==> src/rtl/dac_ctrl_pkg.sv <==
// Shared types and helpers for the DAC setpoint controller.
// Holds the FSM encoding, direction type and saturating step function.
package dac_ctrl_pkg;

    localparam int          DW_DEF     = 8;
    localparam logic [7:0]  INIT_DEF   = 8'd128;
    localparam int          COARSE_DEF = 16;
    localparam int          SW         = 32;

    typedef enum logic [2:0] {
        IDLE,
        HOLD_UP,
        REP_UP,
        HOLD_DN,
        REP_DN
    } state_t;

    typedef enum logic {
        DIR_UP,
        DIR_DN
    } dir_t;

    // One extra bit catches both overflow past maxv and borrow below zero.
    function automatic logic [SW-1:0] sat_step(
        input logic [SW-1:0] value,
        input logic [SW-1:0] step,
        input dir_t          dir,
        input logic [SW-1:0] maxv
    );
        logic [SW:0] r;
        if (dir == DIR_UP) begin
            r = {1'b0, value} + {1'b0, step};
            if (r > {1'b0, maxv}) r = {1'b0, maxv};
        end else begin
            r = {1'b0, value} - {1'b0, step};
            if (r[SW]) r = '0;
        end
        return r[SW-1:0];
    endfunction

endpackage

==> src/rtl/dac_setpoint_ctrl_repeat_timer.sv <==
// Down-counter pacing the long-press auto-repeat.
// Loads on demand, counts down while enabled and stops at zero.
module repeat_timer
    import dac_ctrl_pkg::*;
#(
    parameter int CW = 25
) (
    input  logic          clk50m,
    input  logic          rst_n,
    input  logic          en_i,
    input  logic          load_i,
    input  logic [CW-1:0] load_val_i,
    output logic          zero_o
);

    logic [CW-1:0] cnt_q, cnt_d;

    always_comb begin
        cnt_d = cnt_q;
        if (load_i)
            cnt_d = load_val_i;
        else if (en_i && (cnt_q != '0))
            cnt_d = cnt_q - CW'(1);
    end

    always_ff @(posedge clk50m or negedge rst_n) begin
        if (!rst_n) cnt_q <= '0;
        else        cnt_q <= cnt_d;
    end

    assign zero_o = (cnt_q == '0);

endmodule

==> src/rtl/dac_setpoint_ctrl.sv <==
// Button-driven DSM DAC setpoint register with fine/coarse stepping,
// long-press auto-repeat and saturation at both ends.
module dac_setpoint_ctrl
    import dac_ctrl_pkg::*;
#(
    parameter int             DW       = DW_DEF,
    parameter logic [DW-1:0]  INIT     = DW'(INIT_DEF),
    parameter int             COARSE   = COARSE_DEF,
    parameter int             HOLD_CYC = 25_000_000,
    parameter int             REP_CYC  = 5_000_000,
    parameter int             CW       = 25
) (
    input  logic          clk50m,
    input  logic          rst_n,
    input  logic          up_hi,
    input  logic          up_dbnc,
    input  logic          dn_hi,
    input  logic          dn_dbnc,
    input  logic          mode_hi,
    output logic [DW-1:0] setpoint,
    output logic          step_sel,
    output logic          chg
);

    localparam logic [CW-1:0] HOLD_LD = CW'(HOLD_CYC - 1);
    localparam logic [CW-1:0] REP_LD  = CW'(REP_CYC - 1);
    localparam logic [SW-1:0] MAXV    = SW'({DW{1'b1}});
    localparam logic [SW-1:0] STEP_C  = SW'(COARSE);

    state_t        state_q, state_d;
    logic [DW-1:0] sp_q, sp_d;
    logic          sel_q, sel_d;
    logic          chg_q, chg_d;

    logic          do_step;
    dir_t          dir;
    logic          ld;
    logic [CW-1:0] ld_val;
    logic          tmr_zero;
    logic [SW-1:0] step;
    logic [DW-1:0] nxt;

    repeat_timer #(.CW(CW)) u_tmr (
        .clk50m     (clk50m),
        .rst_n      (rst_n),
        .en_i       (state_q != IDLE),
        .load_i     (ld),
        .load_val_i (ld_val),
        .zero_o     (tmr_zero)
    );

    always_comb begin
        state_d = state_q;
        sel_d   = sel_q;
        do_step = 1'b0;
        dir     = DIR_UP;
        ld      = 1'b0;
        ld_val  = HOLD_LD;
        unique case (state_q)
            IDLE: begin
                // Mode toggles first so a coincident press uses the new step.
                sel_d = sel_q ^ mode_hi;
                if (up_hi && !dn_hi) begin
                    do_step = 1'b1;
                    ld      = 1'b1;
                    state_d = HOLD_UP;
                end else if (dn_hi && !up_hi) begin
                    do_step = 1'b1;
                    dir     = DIR_DN;
                    ld      = 1'b1;
                    state_d = HOLD_DN;
                end
            end
            HOLD_UP, REP_UP: begin
                if (!up_dbnc) begin
                    state_d = IDLE;
                end else if (tmr_zero) begin
                    do_step = 1'b1;
                    ld      = 1'b1;
                    ld_val  = REP_LD;
                    state_d = REP_UP;
                end
            end
            HOLD_DN, REP_DN: begin
                dir = DIR_DN;
                if (!dn_dbnc) begin
                    state_d = IDLE;
                end else if (tmr_zero) begin
                    do_step = 1'b1;
                    ld      = 1'b1;
                    ld_val  = REP_LD;
                    state_d = REP_DN;
                end
            end
            default: state_d = IDLE;
        endcase
    end

    always_comb begin
        step  = sel_d ? STEP_C : SW'(1);
        nxt   = DW'(sat_step(SW'(sp_q), step, dir, MAXV));
        sp_d  = sp_q;
        chg_d = 1'b0;
        if (do_step) begin
            sp_d  = nxt;
            chg_d = (nxt != sp_q);
        end
    end

    always_ff @(posedge clk50m or negedge rst_n) begin
        if (!rst_n) begin
            state_q <= IDLE;
            sp_q    <= INIT;
            sel_q   <= 1'b0;
            chg_q   <= 1'b0;
        end else begin
            state_q <= state_d;
            sp_q    <= sp_d;
            sel_q   <= sel_d;
            chg_q   <= chg_d;
        end
    end

    assign setpoint = sp_q;
    assign step_sel = sel_q;
    assign chg      = chg_q;

endmodule

==> config.mk <==
export PLATFORM = sky130hd
export DESIGN_NAME = dac_setpoint_ctrl
export DESIGN_NICKNAME = d
export VERILOG_FILES = /design/src/rtl/dac_ctrl_pkg.sv /design/src/rtl/dac_setpoint_ctrl_repeat_timer.sv /design/src/rtl/dac_setpoint_ctrl.sv
export SDC_FILE = /design/constraint.sdc
export NUM_CORES = 1
export LEC_CHECK = 0
export ABC_AREA = 1
export CORE_MARGIN = 2
export CORE_UTILIZATION = 57
export DETAILED_ROUTE_END_ITERATION = 16
export GPL_TIMING_DRIVEN = 0
export PLACE_DENSITY = 0.77
export SYNTH_ARGS = -nofsm -noshare
export SYNTH_HDL_FRONTEND = slang
export SYNTH_SLANG_ARGS = --single-unit
==> constraint.sdc <==
create_clock -name clk50m -period 6.2 [get_ports clk50m]
set_input_delay 0.93 -clock clk50m [delete_from_list [all_inputs] [get_ports clk50m]]
set_output_delay 0.93 -clock clk50m [all_outputs]
set_load 0.03 [all_outputs]
==> summary by stage, run 1 <==
Route
The total wire length after detailed routing is 6.60 mm. The mean number of vias per cell is 5.29. Across all layers, the routed design uses 2789 vias. After detailed routing, the average wire length per cell comes to 12.5 µm. The detail route stage leaves a number of antenna-violating nets equal to 0. The first routing iteration left 186 violations. The detailed-route DRC error count is 0. The first-pass detailed-route iteration total is 5.

Job
The number of max-cap violations is 0.

Worst setup path
The highest cell delay on the worst timing path is 0.45 ns. The critical path contains buffers and inverters numbering 3 combined. In this run the worst path has a maximum fanout of 7. The required time reported for the critical path endpoint is 6.39 ns. In this design, the critical path's most frequently occurring cell is sky130_fd_sc_hd__nand2_1. The startpoint of the most critical setup path is mode_hi.

The cell class contributing the biggest share of worst-path delay is simple AND/OR/NAND/NOR gates. The largest individual stage delay along the critical path comes from the cell sky130_fd_sc_hd__clkdlybuf4s50_1. The launch point of the worst reg-to-reg path is state_q[0]$_DFFE_PN0P_.

STA classifies the critical path startpoint as a primary input. The critical path data arrival time is 3.62 ns. The critical path goes through clkdlybuf4s50_1 > nand2_1 > xor2_1 > inv_1 > ha_1 > inv_1 > nand2_1 > nand2_1 > nand3_1 > nand2_1 > nand2_1 > nand2_1 > nand2_1 > nor2_1 > nand2_1 > nor2_1 > nor2_1. The worst setup path is captured at a flip-flop. The start-to-end type of the worst setup path is in -> reg.

STA
On the final layout, the worst clock skew is 0.00520 ns. On the final layout, the worst hold slack is 0.512 ns. The actual transition at the worst max-transition pin is 0.875 ns. The relative slew slack is 41.7%. The count of endpoints failing hold in the final timing report was 0. Setup slack closes at 2.77 ns. The minimum clock period after layout is 3.43 ns. Adding up every negative setup slack in the final design gives 0 ns. Setup repair after global routing left no endpoint under its margin. The timing-limited maximum frequency is 291 MHz. Setup violations remaining at the end of the flow were counted as 0. The worst path uses 55.4% of the clock period. The final number of max-transition violations was 0.

Floorplanning
The floorplan step set the die height to 76.3 µm. In this run the core area contains 26 standard-cell rows. The boundary pin count is 17.

Once the floorplan was initialized, standard cells occupied 58.7% of the core. The floorplan step set the die width to 76.3 µm. The placeable core region is 5070 µm². The die area is 5820 µm².

Global route
The via count of the first global-routing pass is 2678. The number of antenna violations at the first check in global routing is 0. The maximum number of pins on one net before global-route repair is 39.

The global-route wire length before repair is 11.6 mm. The overflow left after global routing is 0. The overall fraction of global-route tracks in use is 24.2%.

Pwr
The power per cell area is 551 nW/µm². Summed over all cells, the static leakage comes to 1.59 nW. Across the VDD grid, the largest voltage drop is 0.413 mV.

Layout
The antenna diode count is 0. The layout has 480 filler cells. The area added between synthesis and finish is 11.0%.

The fraction of final layout cells with drive strength greater than 1 is 11.8%. The number of nets in the layout is 472.

Clock tree
The cell chosen for the clock root is sky130_fd_sc_hd__clkbuf_8. For this design, the CTS-stage hold fixing added 0 buffers. Clock-pin slew was measured on the worst setup and hold paths at 0.08 ns. The clock network latency to the later pin of the worst-skew pair is 0.29 ns. The tree built by TritonCTS fans out to 38 sinks.

The longest clock path from root to sink contains 2 buffers. In this run the number of H-tree levels came out at 2. TritonCTS built the clock tree. In this run the post-CTS setup repair buffer count came out at 0. Post-CTS repair changed the size of 0 cells. The number of buffers created by CTS is 5.

Placement
The placement-stage worst setup slack is 2.49 ns. The last weighted congestion value of the routability-driven placer is 0.955. The number of buffer cells added on primary ports is 16. Once detailed placement completed, the half-perimeter wirelength came to 4.98 mm.

Yosys
The dominant register cell in the synthesized netlist is sky130_fd_sc_hd__dfrtp_1. The count of flip-flops with a built-in enable after synthesis is 0. For this run, the register share of the synthesized area comes to 32.0%. The post-synth design cell area is 2980 µm².

The share of flip-flops with an asynchronous set or reset after synthesis is 100%. During synthesis, Yosys emitted a total of 0 warnings. The number of instances in the synthesized netlist is 433. The number of storage elements in the synthesis netlist is 38. A synthesized cell averages 6.88 µm². Counting distinct cell types in the post-synthesis netlist gives 39. The post-synth net total is 449.

Worst hold path
The class of the tightest hold or removal check is reg -> reg. In this run the most critical hold path is launched from u_tmr.cnt_q[1]$_DFFE_PN0P_.

Run status
The run finished with clean final reports.
==> cell usage after synthesis, types with 2 or more instances <==
| master | count | area, µm² |
|---|---|---|
| sky130_fd_sc_hd__nand3_1 | 35 | 175 |
| sky130_fd_sc_hd__o21ai_0 | 20 | 100 |
| sky130_fd_sc_hd__buf_2 | 5 | 25.0 |
| sky130_fd_sc_hd__nand4_1 | 14 | 87.6 |
| sky130_fd_sc_hd__nor2_1 | 57 | 214 |
| sky130_fd_sc_hd__nand3b_1 | 2 | 15.0 |
| sky130_fd_sc_hd__dfrtp_1 | 37 | 926 |
| sky130_fd_sc_hd__o21ai_2 | 8 | 70.1 |
| sky130_fd_sc_hd__nor2_4 | 4 | 45.0 |
| sky130_fd_sc_hd__xnor2_1 | 3 | 26.3 |
| sky130_fd_sc_hd__nand2_2 | 8 | 50.1 |
| sky130_fd_sc_hd__nor3_1 | 6 | 30.0 |
| sky130_fd_sc_hd__nand2_1 | 125 | 469 |
| sky130_fd_sc_hd__inv_1 | 52 | 195 |
| sky130_fd_sc_hd__xor2_1 | 14 | 123 |
| sky130_fd_sc_hd__ha_1 | 9 | 113 |
| sky130_fd_sc_hd__nor2_2 | 6 | 37.5 |
| sky130_fd_sc_hd__nand3_2 | 2 | 20.0 |
| sky130_fd_sc_hd__a21oi_1 | 6 | 30.0 |
==> routing by layer <==
metal	vias to the layer above	global-route usage, %	share of wire (%)
met4	0	8.18	1.8
met2	77	42.4	49
met5	-	0	0
met3	11	3.44	5.3
met1	1276	30.7	44
li1	1425	-	-
==> stage by stage <==
step / cell area (µm²) / power [W] / utilization [%] / cells
5_1_grt: 3310 / 0.00202 / 65.2 / 527
2_1_floorplan: 2980 / 0.00135 / - / 433
3_5_place_dp: 3220 / 0.00164 / 63.5 / 519
4_1_cts: 3310 / 0.00182 / 65.2 / 527
6_report: 3310 / 0.00182 / 65.2 / 527
3_3_place_gp: 3230 / 0.00162 / 63.6 / 519
==> worst reg2reg max path: stages (launching register included) <==
cell and delay [ns]:
sky130_fd_sc_hd__dfrtp_1 0.41, sky130_fd_sc_hd__inv_1 0.08, sky130_fd_sc_hd__nand2_1 0.06, sky130_fd_sc_hd__nor2_2 0.16
sky130_fd_sc_hd__nand2_1 0.09, sky130_fd_sc_hd__xor2_1 0.34, sky130_fd_sc_hd__inv_1 0.15, sky130_fd_sc_hd__ha_1 0.35
sky130_fd_sc_hd__inv_1 0.13, sky130_fd_sc_hd__nand2_1 0.13, sky130_fd_sc_hd__nand2_1 0.26, sky130_fd_sc_hd__nand3_1 0.13
sky130_fd_sc_hd__nand2_1 0.10, sky130_fd_sc_hd__nand2_1 0.09, sky130_fd_sc_hd__nand2_1 0.06, sky130_fd_sc_hd__nand2_1 0.04
sky130_fd_sc_hd__nor2_1 0.15, sky130_fd_sc_hd__nand2_1 0.09, sky130_fd_sc_hd__nor2_1 0.10, sky130_fd_sc_hd__nor2_1 0.04
==> report_power, final <==
part / switching, W / leakage (nW) / internal (W) / total (W)
Sequential: 0.0000796 / 0.444 / 0.000333 / 0.000413
Combinational: 0.000807 / 1.10 / 0.000432 / 0.00124
Clock: 0.0000907 / 0.0452 / 0.0000794 / 0.000170
==> worst paths after layout <==
kind	end	slack (ns)	cells after the start
setup / recovery	chg$_DFF_PN0_	2.77	17
max in group asynchronous	u_tmr.cnt_q[19]$_DFFE_PN0P_	4.90	1
setup reg to reg	chg$_DFF_PN0_	3.13	19
hold / removal	u_tmr.cnt_q[1]$_DFFE_PN0P_	0.51	2
hold reg to reg	u_tmr.cnt_q[1]$_DFFE_PN0P_	0.51	2
min in group asynchronous	u_tmr.cnt_q[12]$_DFFE_PN0P_	0.76	1
==> kinds of logic (layout without fill, tap and decap cells) <==
group / Yosys count / after routing / share of synthesized area (%)
AOI/OAI and AO/OA: 42 / 42 / 9.28
DFF: 38 / 38 / 32.0
and+or+nand+nor: 264 / 264 / 40.2
xor gates and xnor gates: 17 / 17 / 5.00
adders and majority gates: 9 / 9 / 3.78
buffers and inverters: 63 / 87 / 9.83
==> flip-flops by register name, summed over array words and instances, names as in the netlist <==
| name | cells |
|---|---|
| setpoint | 8 |
| chg | 1 |
| state_q | 3 |
| u_tmr.cnt_q | 25 |
| step_sel | 1 |
==> layout by cell type, fill, tap and decap left out, types with 2 or more instances in the layout <==
cell                              instances
sky130_fd_sc_hd__nand3_1                 35
sky130_fd_sc_hd__clkdlybuf4s50_1         15
sky130_fd_sc_hd__nor2_1                  57
sky130_fd_sc_hd__nor2_4                   4
sky130_fd_sc_hd__ha_1                     9
sky130_fd_sc_hd__xor2_1                  14
sky130_fd_sc_hd__o21ai_2                  8
sky130_fd_sc_hd__dfrtp_1                 37
sky130_fd_sc_hd__nand2_1                125
sky130_fd_sc_hd__nor2_2                   6
sky130_fd_sc_hd__clkbuf_8                 5
sky130_fd_sc_hd__nand3_2                  2
sky130_fd_sc_hd__nor3_1                   6
sky130_fd_sc_hd__inv_1                   52
sky130_fd_sc_hd__nand2_2                  8
sky130_fd_sc_hd__nand3b_1                 2
sky130_fd_sc_hd__buf_2                    6
sky130_fd_sc_hd__o21ai_0                 20
sky130_fd_sc_hd__a21oi_1                  6
sky130_fd_sc_hd__nand4_1                 14
sky130_fd_sc_hd__xnor2_1                  3
==> cell type report <==
| cell class | instances | area, µm² | share of cell area, % |
|---|---|---|---|
| multi-input cells | 332 | 1730 | 52.4 |
| flip-flops and latches | 38 | 952 | 28.8 |
| inverters | 55 | 225 | 6.81 |
| repair buffers | 16 | 155 | 4.69 |
| well taps | 70 | 87.6 | 2.65 |
| clock buffers | 6 | 72.6 | 2.19 |
| plain buffers | 8 | 67.6 | 2.04 |
| clock inverters | 2 | 13.8 | 0.416 |
Power figures use the tool's default switching activity.
==> run 2, diff against run 1 <==
Settings changed: CORE_UTILIZATION 57 to 55.
Clock period 6.2 ns to 2.8 ns, I/O delays scaled along.
==> summary by stage, run 2 (synthesized netlist as in run 1, its figures left out) <==
Pwr
The relative contribution of the clock network to total power is 10.6% (+1.3 points). The relative contribution of combinational cells to total power is 68.0% (about the same). The power per cell area is 1270 nW/µm² (+130%). The sequential group share of total power was 21.5% (-1.1 points). The net switching power was 0.00227 W (+130%). The internal power consumption is 0.00211 W (+150%).

The switching share of power is 51.7% (-1.9 points). The cell leakage power is 1.64 nW (+2.8%). The worst-case vdd ir drop came to 1.16 mV (+180%). The final total power is 0.00438 W (+140%).

STA
Dividing the final minimum period by the clock period gives 91.8%. The final number of max-transition violations is 0 (unchanged). The actual transition at the worst max-transition pin is 0.862 ns (-0.0133 ns). The setup clock skew after layout is 0.0138 ns (+0.00862 ns). The final total negative setup slack came to 0 ns (unchanged). The relative slew slack is 42.6% (+0.89 points).

Static timing analysis puts the maximum clock frequency at 389 MHz. The final-report setup violation count was 0 (unchanged). The minimum clock period after layout is 2.57 ns. The count of endpoints failing hold in the final timing report came to 0 (unchanged). The post-route worst hold slack is 0.229 ns (-0.283 ns).

Floorplanning
The starting density of the core is 57.6% (-1.1 points). The height of the chip was 77.6 µm (+1.7%). The placeable core region is 5170 µm² (+1.9%). The width of the die is 77.6 µm (+1.7%). The number of rows created at floorplan is 26 (unchanged). The boundary pin count is 17 (unchanged). The die area was 6020 µm² (+3.4%).

Layout
The library cells used most frequently in the layout, excluding fill and tap cells, are 120 x sky130_fd_sc_hd__nand2_1, 53 x sky130_fd_sc_hd__nor2_1, 49 x sky130_fd_sc_hd__inv_1. The register with the highest flop count is u_tmr.cnt_q. The area added between synthesis and finish is 16.2%. The number of nets in the layout was 477 (+1.1%). The number of flip-flops under the largest register name is 25 (unchanged).

The fraction of final layout cells with drive strength greater than 1 is 16.5% (+4.6 points). The post-route standard cell area excluding fillers is 3460 µm² (+4.7%). Leaving out fill and tap cells, the most frequent cell in the layout is sky130_fd_sc_hd__nand2_1. The number of cells in the finished layout apart from fillers is 532 (+0.95%). The antenna diode count is 0 (unchanged).

Worst setup path
The worst reg-to-reg setup slack came to 0.23 ns (-2.90 ns). STA classifies the critical path endpoint as a flip-flop. The launch point of the worst reg-to-reg path is state_q[1]$_DFFE_PN0P_. STA classifies the critical path startpoint as a flip-flop. The top fanout value on the critical path is 4 (-3). The worst register-to-register path ends at chg$_DFF_PN0_. The critical path data arrival time was 2.76 ns (-0.86 ns). The worst setup path is of the reg -> reg kind. The required time reported for the critical path endpoint is 2.98 ns (-3.41 ns). The cell count of the worst reg-to-reg path is 20 (+1).

Global route
The maximum number of pins on one net before global-route repair is 39 (unchanged). The via count of the first global-routing pass came to 2587 (-3.4%). The number of antenna violations at the first check in global routing is 0 (unchanged). The overflow left after global routing came to 0 (unchanged). The global-route wire length before repair is 11.7 mm (+1.1%).

The overall fraction of global-route tracks in use is 23.8% (-0.37 points).

Placement
The placed standard-cell area was 3220 µm² (unchanged). The post-detailed-placement half-perimeter wirelength is 4.96 mm (-0.41%). The number of cells after detailed placement was 519 (unchanged).

The last weighted congestion value of the routability-driven placer is 0.935 (-2.0%). The number of buffer cells added on primary ports is 16 (unchanged).

Route
The routed length on met3 is 185 µm (-48%). The detail-routed net length per standard cell came to 12.6 µm (+0.97%). The DRC marker count from the first detailed-route iteration is 145 (-22%). The highest signal layer in the routed design is met4. The mean number of vias per cell was 5.21 (-1.6%). The detailed-route DRC error count is 0 (unchanged). The total vias in the final route came to 2771 (-0.65%). The first-pass detailed-route iteration total is 4 (-1). The remaining number of nets flagged by the antenna check after routing was 0 (unchanged).

The total met2 wirelength after detailed routing is 3.36 mm (+4.7%). The wire length on met1 is 3.06 mm (+4.6%). The total wire length after detailed routing is 6.73 mm (+1.9%).

Clock tree
The worst-case clock buffer depth is 2 (unchanged). The clock sink total is 38 (unchanged). The number of buffers created by CTS is 5 (unchanged). The clock network latency to the later pin of the worst-skew pair is 0.29 ns (about the same). The clock tree from TritonCTS is done. The H-tree depth is 2 (unchanged). The post-CTS clock slew at the launch and capture registers of the worst setup and hold paths is 0.08 ns (about the same). The tree is rooted in a sky130_fd_sc_hd__clkbuf_8.

Run status
The run finished with clean final reports.

Worst hold path
The worst hold path belongs to the class in -> async.

Job
The number of max-cap violations is 0 (unchanged).
## run 2: changes by cell type in the layout (fill, tap and decap cells not counted), sizes merged
cell and delta:
buf +5, bufinv +1, clkbuf -1
## run 2: worst max path at each step
stage                                      start       endpoint  slack, ns  cells past startpoint
after floorplan           state_q[1]$_DFFE_PN0P_  chg$_DFF_PN0_       0.34                     20
after global placement                   mode_hi  chg$_DFF_PN0_      -0.36                     17
after detailed placement                 mode_hi  chg$_DFF_PN0_      -0.41                     17
after CTS                 state_q[0]$_DFFE_PN0P_  chg$_DFF_PN0_      0.002                     20
after global routing      state_q[0]$_DFFE_PN0P_  chg$_DFF_PN0_      -0.02                     20
final                     state_q[1]$_DFFE_PN0P_  chg$_DFF_PN0_       0.23                     20
## run 2: what timing repair did
item | CTS | global route
setup endpoints to repair | 1 | 1
gates resized for setup | 6 | 16
buffers inserted | 1 | 4
hold buffers | 0 | 0
hold endpoints to repair | 0 | 0
pin swaps | 1 | 7
## run 2: critical path, cell delays in order, from the launching register on
cell                      delay, ns
sky130_fd_sc_hd__dfrtp_1       0.40
sky130_fd_sc_hd__inv_1         0.07
sky130_fd_sc_hd__nand2_1       0.09
sky130_fd_sc_hd__nor2_4        0.13
sky130_fd_sc_hd__nand2_2       0.09
sky130_fd_sc_hd__xor2_4        0.22
sky130_fd_sc_hd__ha_4          0.18
sky130_fd_sc_hd__ha_4          0.14
sky130_fd_sc_hd__nand2_1       0.08
sky130_fd_sc_hd__nor2_2        0.16
sky130_fd_sc_hd__nand2_1       0.08
sky130_fd_sc_hd__nand2_2       0.12
sky130_fd_sc_hd__nor2_1        0.05
sky130_fd_sc_hd__nand2_1       0.07
sky130_fd_sc_hd__nand2_1       0.08
sky130_fd_sc_hd__nand2_1       0.06
sky130_fd_sc_hd__nand2_1       0.07
sky130_fd_sc_hd__nor2_2        0.12
sky130_fd_sc_hd__nand3_1       0.10
sky130_fd_sc_hd__nor2_1        0.10
sky130_fd_sc_hd__nor2_1        0.04
## run 2: power by group through the flow
stage / combinational (W) / sequential (W) / clock, W
2_1_floorplan: 0.00197 / 0.00102 / 0
3_3_place_gp: 0.00264 / 0.000916 / 0
3_5_place_dp: 0.00271 / 0.000921 / 0
4_1_cts: 0.00278 / 0.000920 / 0.000477
5_1_grt: 0.00337 / 0.000967 / 0.000499
6_report: 0.00298 / 0.000940 / 0.000463
## run 2: stage by stage
| stage | setup WS (ns) | utilization, % |
|---|---|---|
| 2_1_floorplan | 0.344 | - |
| 3_3_place_gp | -0.361 | 62.4 |
| 3_5_place_dp | -0.408 | 62.3 |
| 4_1_cts | 0.00198 | 65.0 |
| 5_1_grt | -0.0151 | 66.9 |
| 6_report | 0.229 | 66.9 |
## run 2: layout make-up
type                            count  area, µm²
Buffer                              8       67.6
Sequential cell                    38        952
Clock inverter                      3       40.0
Timing Repair Buffer               21        193
Fill cell                         460       1710
Inverter                           55        225
Tap cell                           70       87.6
Multi-Input combinational cell    332       1830
Clock buffer                        5       68.8
## run 2: routing by layer
layer | vias up | GRT usage, %
met5 | - | 0
met4 | 0 | 7.68
met3 | 10 | 2.91
met2 | 45 | 40.3
met1 | 1276 | 31.7
li1 | 1440 | -
==> edit 1 (config.mk and constraints of run 2) <==
Put one more register stage on the output `setpoint`, without a reset. The value now appears one clock later. The other outputs are not delayed to match.
--- a/src/rtl/dac_setpoint_ctrl.sv
+++ b/src/rtl/dac_setpoint_ctrl.sv
@@ -122,5 +122,7 @@
     end
 
-    assign setpoint = sp_q;
+    always_ff @(posedge clk50m) begin
+        setpoint <= sp_q;
+    end
     assign step_sel = sel_q;
     assign chg      = chg_q;
Formal check against the unedited RTL: not equivalent (Yosys sat finds a counterexample within 4 cycles, from zero or initial values and one cycle with rst_n low).
==> edit 1 against run 2 <==
Synthesized cell count down 0.92%; sequential power is 13% higher; final area rose by 0.83%; synthesized area is essentially flat; worst setup slack got worse by 0.057 ns; total power up 2.2%; maximum frequency is 2.2% lower; non-clock buffer count rose by 3; clock skew fell by 0.0067 ns; critical endpoint unchanged; sequential cell count rose by 8; via count fell by 0.65%; routed wire length shrank 4.8%.
==> edit 1: results (changes against run 2) <==
[routing]
wl_per_cell_um = 12.1  ; -4.6%
wl_um = 6410  ; -4.8%
vias = 2753  ; -0.65%
first_iter_violations = 140  ; -3.4%

[logic_synthesis]
synth.distinct_cells = 33  ; -15%
syn_area_per_cell_um2 = 6.95  ; +1.0%
ys_seq_area_share_pct = 37.3  ; +5.3 points
synth_xor_area_share_pct = 2.35  ; -2.6 points
async_flop_share_pct = 82.6  ; -17 points
syn_nets = 445  ; -0.89%
yosys-top-cells-area = dfrtp_1, nand2_1, inv_1, nor2_1, nand3_1
synthTopCellsByCount = nand2_1, inv_1, nor2_1
synthFlopType = dfrtp_1
synth_compound_area_share_pct = 10.4  ; +1.2 points
synthAdderAreaFrac_pct = 3.78  ; about the same

[placed_design]
placed_cells = 515  ; -0.77%
place_congestion = 0.894  ; -4.4%
post-place-ws_ns = -0.289  ; +0.119 ns
dpl_cell_area_um2 = 3220  ; about the same
dpl.hpwl_um = 4660  ; -6.0%

[worst_setup_path]
max_stage_delay_ns = 0.40  ; about the same
crit_fanout = 6  ; +2
arrival_ns = 2.81  ; +0.05 ns

[timing]
finClkSkew_ns = 0.00713  ; -0.00669 ns
worst_pin_slew_ns = 0.853  ; -0.00875 ns

[run_status]
status = completed

[global_routing]
grt_first_pass_wirelength_um = 10900  ; -7.0%
grt_start_max_net_pins = 39  ; unchanged
grt.total_usage_pct = 21.8  ; -2.0 points
antenna_found_initial = 0  ; unchanged
first_global_vias = 2485  ; -3.9%

[cells_and_area]
fin_nets = 476  ; -0.21%
antenna_cells = 0  ; unchanged
drive_gt1_share_pct = 16.5  ; +0.036 points

[power_and_ir_drop]
leakagePower_nw = 1.74  ; +6.6%
worst_ir_drop_vdd_v = 0.000840  ; -28%
p_int_mw = 2.23  ; +5.2%

[clocking]
clkTransAtPathRegs_ns = 0.09

[job]
max_cap_violations = 0  ; unchanged

[min_path]
hold_path.class = primary input to asynchronous set/reset pin

edit 1: cell types whose count changed after synthesis, moves of 6 or more:
cell | before | now
a21oi_1 | 6 | 14
dfxtp_1 | 0 | 8
nand2_1 | 125 | 131
nand4_1 | 14 | 6
nor2_1 | 57 | 50
xor2_1 | 14 | 7
edit 1: kinds of logic (layout without fill, tap and decap cells):
| logic type | count (synthesis) | after routing |
|---|---|---|
| AOI/OAI and AO/OA | 53 | 53 |
| xor gates and xnor gates | 8 | 8 |
| adders and majority gates | 9 | 9 |
| buffers and inverters | 66 | 98 |
| DFF | 46 | 46 |
| and+or+nand+nor | 247 | 247 |
edit 1: area by class of cell:
| type | instances | area, um^2 |
|---|---|---|
| clock buffers | 8 | 110 |
| multi-input cells | 317 | 1680 |
| repair buffers | 24 | 215 |
| well taps | 70 | 87.6 |
| inverters | 58 | 225 |
| plain buffers | 8 | 60.1 |
| fillers | 428 | 1680 |
| flip-flops and latches | 46 | 1110 |
edit 1: final timing paths:
| kind | to | slack, ns | start | cells after the start |
|---|---|---|---|---|
| worst max-delay path | chg | 0.17 | state_q[1] | 20 |
| worst min-delay path | u_tmr.cnt_q[2] | 0.22 | rst_n | 1 |
| max in group asynchronous | sp_q[5] | 2.03 | rst_n | 1 |
| min in group clk50m | setpoint[5] | 0.37 | sp_q[5] | 0 |
| worst min register to register | setpoint[5] | 0.37 | sp_q[5] | 0 |
| worst max register to register | chg | 0.17 | state_q[1] | 20 |
edit 1: through the flow:
| step | utilization (%) | power (mW) | hold WS [ns] | TNS, ns |
|---|---|---|---|---|
| floorplan | - | 3.02 | 0.124 | 0 |
| global placement | 62.4 | 3.55 | 0.348 | -0.269 |
| detailed placement | 62.3 | 3.61 | 0.349 | -0.289 |
| CTS | 64.9 | 4.13 | 0.255 | 0 |
| global route | 67.5 | 4.96 | 0.292 | -0.0401 |
| finish | 67.5 | 4.48 | 0.224 | 0 |
edit 1: power groups by stage:
stage | Clock [mW] | Sequential, mW | Combinational [mW]
2_1_floorplan | 0 | 1.14 | 1.88
3_3_place_gp | 0 | 1.04 | 2.51
3_5_place_dp | 0 | 1.05 | 2.57
4_1_cts | 0.473 | 1.04 | 2.62
5_1_grt | 0.501 | 1.09 | 3.38
6_report | 0.466 | 1.06 | 2.96
edit 1: repair_timing:
action | 4_1_cts | 5_1_grt
buffers inserted | 1 | 7
setup endpoints to repair | 1 | 1
gates resized for setup | 3 | 24
pin swaps | 0 | 9
edit 1: metal layers:
layer	global-route usage (%)	vias to the layer above	routed length [um]
met4	4.82	0	31
li1	-	1422	-
met1	31.0	1276	3110
met2	35.2	50	3040
met5	0	-	0
met3	3.26	5	228
==> edit 2 (settings of run 2) <==
Made on the original files. Set the package constant `DW_DEF` to 12 (it was 8).
--- a/src/rtl/dac_ctrl_pkg.sv
+++ b/src/rtl/dac_ctrl_pkg.sv
@@ -3,5 +3,5 @@
 package dac_ctrl_pkg;
 
-    localparam int          DW_DEF     = 8;
+    localparam int          DW_DEF     = 12;
     localparam logic [7:0]  INIT_DEF   = 8'd128;
     localparam int          COARSE_DEF = 16;
Interface: changed (resized setpoint); port bits go from 17 to 21. The function was not compared with the original's and may differ.
==> edit 2 against run 2 <==
Largest cell class unchanged; die area grew 8.1%; via count rose by 20%; synthesized area up 8.6%; routed wire length increased by 28%; hold slack better by 0.26 ns; worst setup slack got worse by 0.13 ns; total power rose by 18%; clock skew down 0.0068 ns; count of clock-buffer cells in the layout up 1; utilization is 2.9 points higher; final area is 13% higher; highest routed layer unchanged; sequential cell count increased by 4.
==> edit 2: results (changes against run 2) <==
[cells_and_area]
inverters = 58  ; +5.5%
drive_gt1_share_pct = 15.3  ; -1.2 points
nClkBuffers = 6  ; +1
antenna_cells = 0  ; unchanged
bufAreaShareNonClock_pct = 9.58  ; +2.1 points
multi_input_gates = 380  ; +14%
fin_nets = 547  ; +15%
clock_area_share_pct = 2.87  ; -0.27 points
num-nonclk-buffers = 44  ; +52%
sh_seq_area_pct = 26.9  ; -0.64 points
nFillCells = 497  ; +8.0%

[worst_setup_path]
crit_fanout = 5  ; +1
r2r_cells = 18  ; -10%
arrival_ns = 2.91  ; +0.15 ns
cp_slowest_cell = dfrtp_1

[global_routing]
first_global_vias = 3034  ; +17%
grt_start_max_net_pins = 37  ; -5.1%
grt_first_pass_wirelength_um = 13900  ; +19%
grt.total_usage_pct = 27.4  ; +3.5 points

[timing]
finClkSkew_ns = 0.00698  ; -0.00683 ns
max_freq_mhz = 370  ; -5.0%
worst_pin_slew_ns = 0.486  ; -0.376 ns

[placed_design]
place_congestion = 0.959  ; +2.5%
dpl_cell_area_um2 = 3540  ; +9.9%
port-buffer-count = 20  ; +4
dpl.hpwl_um = 5960  ; +20%

[routing]
firstDrtPassIters = 5  ; +1
viasPerCell = 5.52  ; +6.0%
first_iter_violations = 237  ; +63%

[power_and_ir_drop]
swShare_pct = 53.0  ; +1.2 points
worst_ir_drop_vdd_v = 0.000864  ; -26%
leakagePower_nw = 1.89  ; +15%

[logic_synthesis]
synthTopCellsByCount = nand2_1, nor2_1, inv_1
syn_nets = 506  ; +13%
synth_most_common_cell = nand2_1
yosys-top-cells-area = dfrtp_1, nand2_1, nor2_1, nand3_1, inv_1
ys_seq_area_share_pct = 32.5  ; +0.57 points
synth.distinct_cells = 36  ; -7.7%
ys_seq_elements = 42  ; +11%

[clocking]
postCtsHoldBufs = 1  ; +1
clk_latency_ns = 0.30
cts-resized-gates = 15  ; +9
postCtsSetupRepairBufs = 5  ; +4

[run_status]
status = completed

[die]
die-area_um2 = 6510  ; +8.1%

edit 2: cell types whose count changed after synthesis, moves of 3 or more:
cell	run 2	this run
a21oi_1	6	13
buf_2	5	9
dfrtp_1	37	41
nand2_1	125	153
nand2_2	8	1
nand3_1	35	44
nand4_1	14	9
nor2_1	57	65
nor3_1	6	3
o21ai_1	0	13
o21ai_2	8	0
o31ai_1	1	5
xor2_1	14	22
edit 2: kinds of logic after synthesis:
group | count (synthesis) | synth area share, %
adder cells (fa/ha/maj) | 9 | 3.48
flip-flops | 42 | 32.5
AO/OA/AOI/OAI | 57 | 9.67
buffers and inverters | 68 | 8.70
XOR/XNOR | 24 | 6.50
AND/OR/NAND/NOR | 290 | 39.1
edit 2: stage by stage:
stage                     total power [mW]  utilization, %  hold WS [ns]  instances
final                                 5.18            69.9         0.492        603
after CTS                             4.75            67.0         0.503        596
after detailed placement              4.05            63.1         0.284        583
after floorplan                       3.28               -         0.124        490
after global routing                  5.63            69.9         0.525        603
after global placement                3.98            62.9         0.498        582
edit 2: routing by layer:
layer / part of all wire [%] / routed length (um) / track usage (%)
met5: 0 / 0 / 0
met2: 45 / 3900 / 42.3
met1: 46 / 3950 / 39.7
met4: 1.7 / 147 / 6.44
met3: 7.2 / 622 / 4.94
edit 2: power groups by stage:
| stage | logic (mW) | registers, mW | clock network [mW] |
|---|---|---|---|
| after global placement | 2.95 | 1.03 | 0 |
| after floorplan | 2.10 | 1.18 | 0 |
| after global routing | 4.00 | 1.08 | 0.544 |
| after CTS | 3.20 | 1.04 | 0.513 |
| after detailed placement | 3.01 | 1.04 | 0 |
| final | 3.62 | 1.05 | 0.508 |
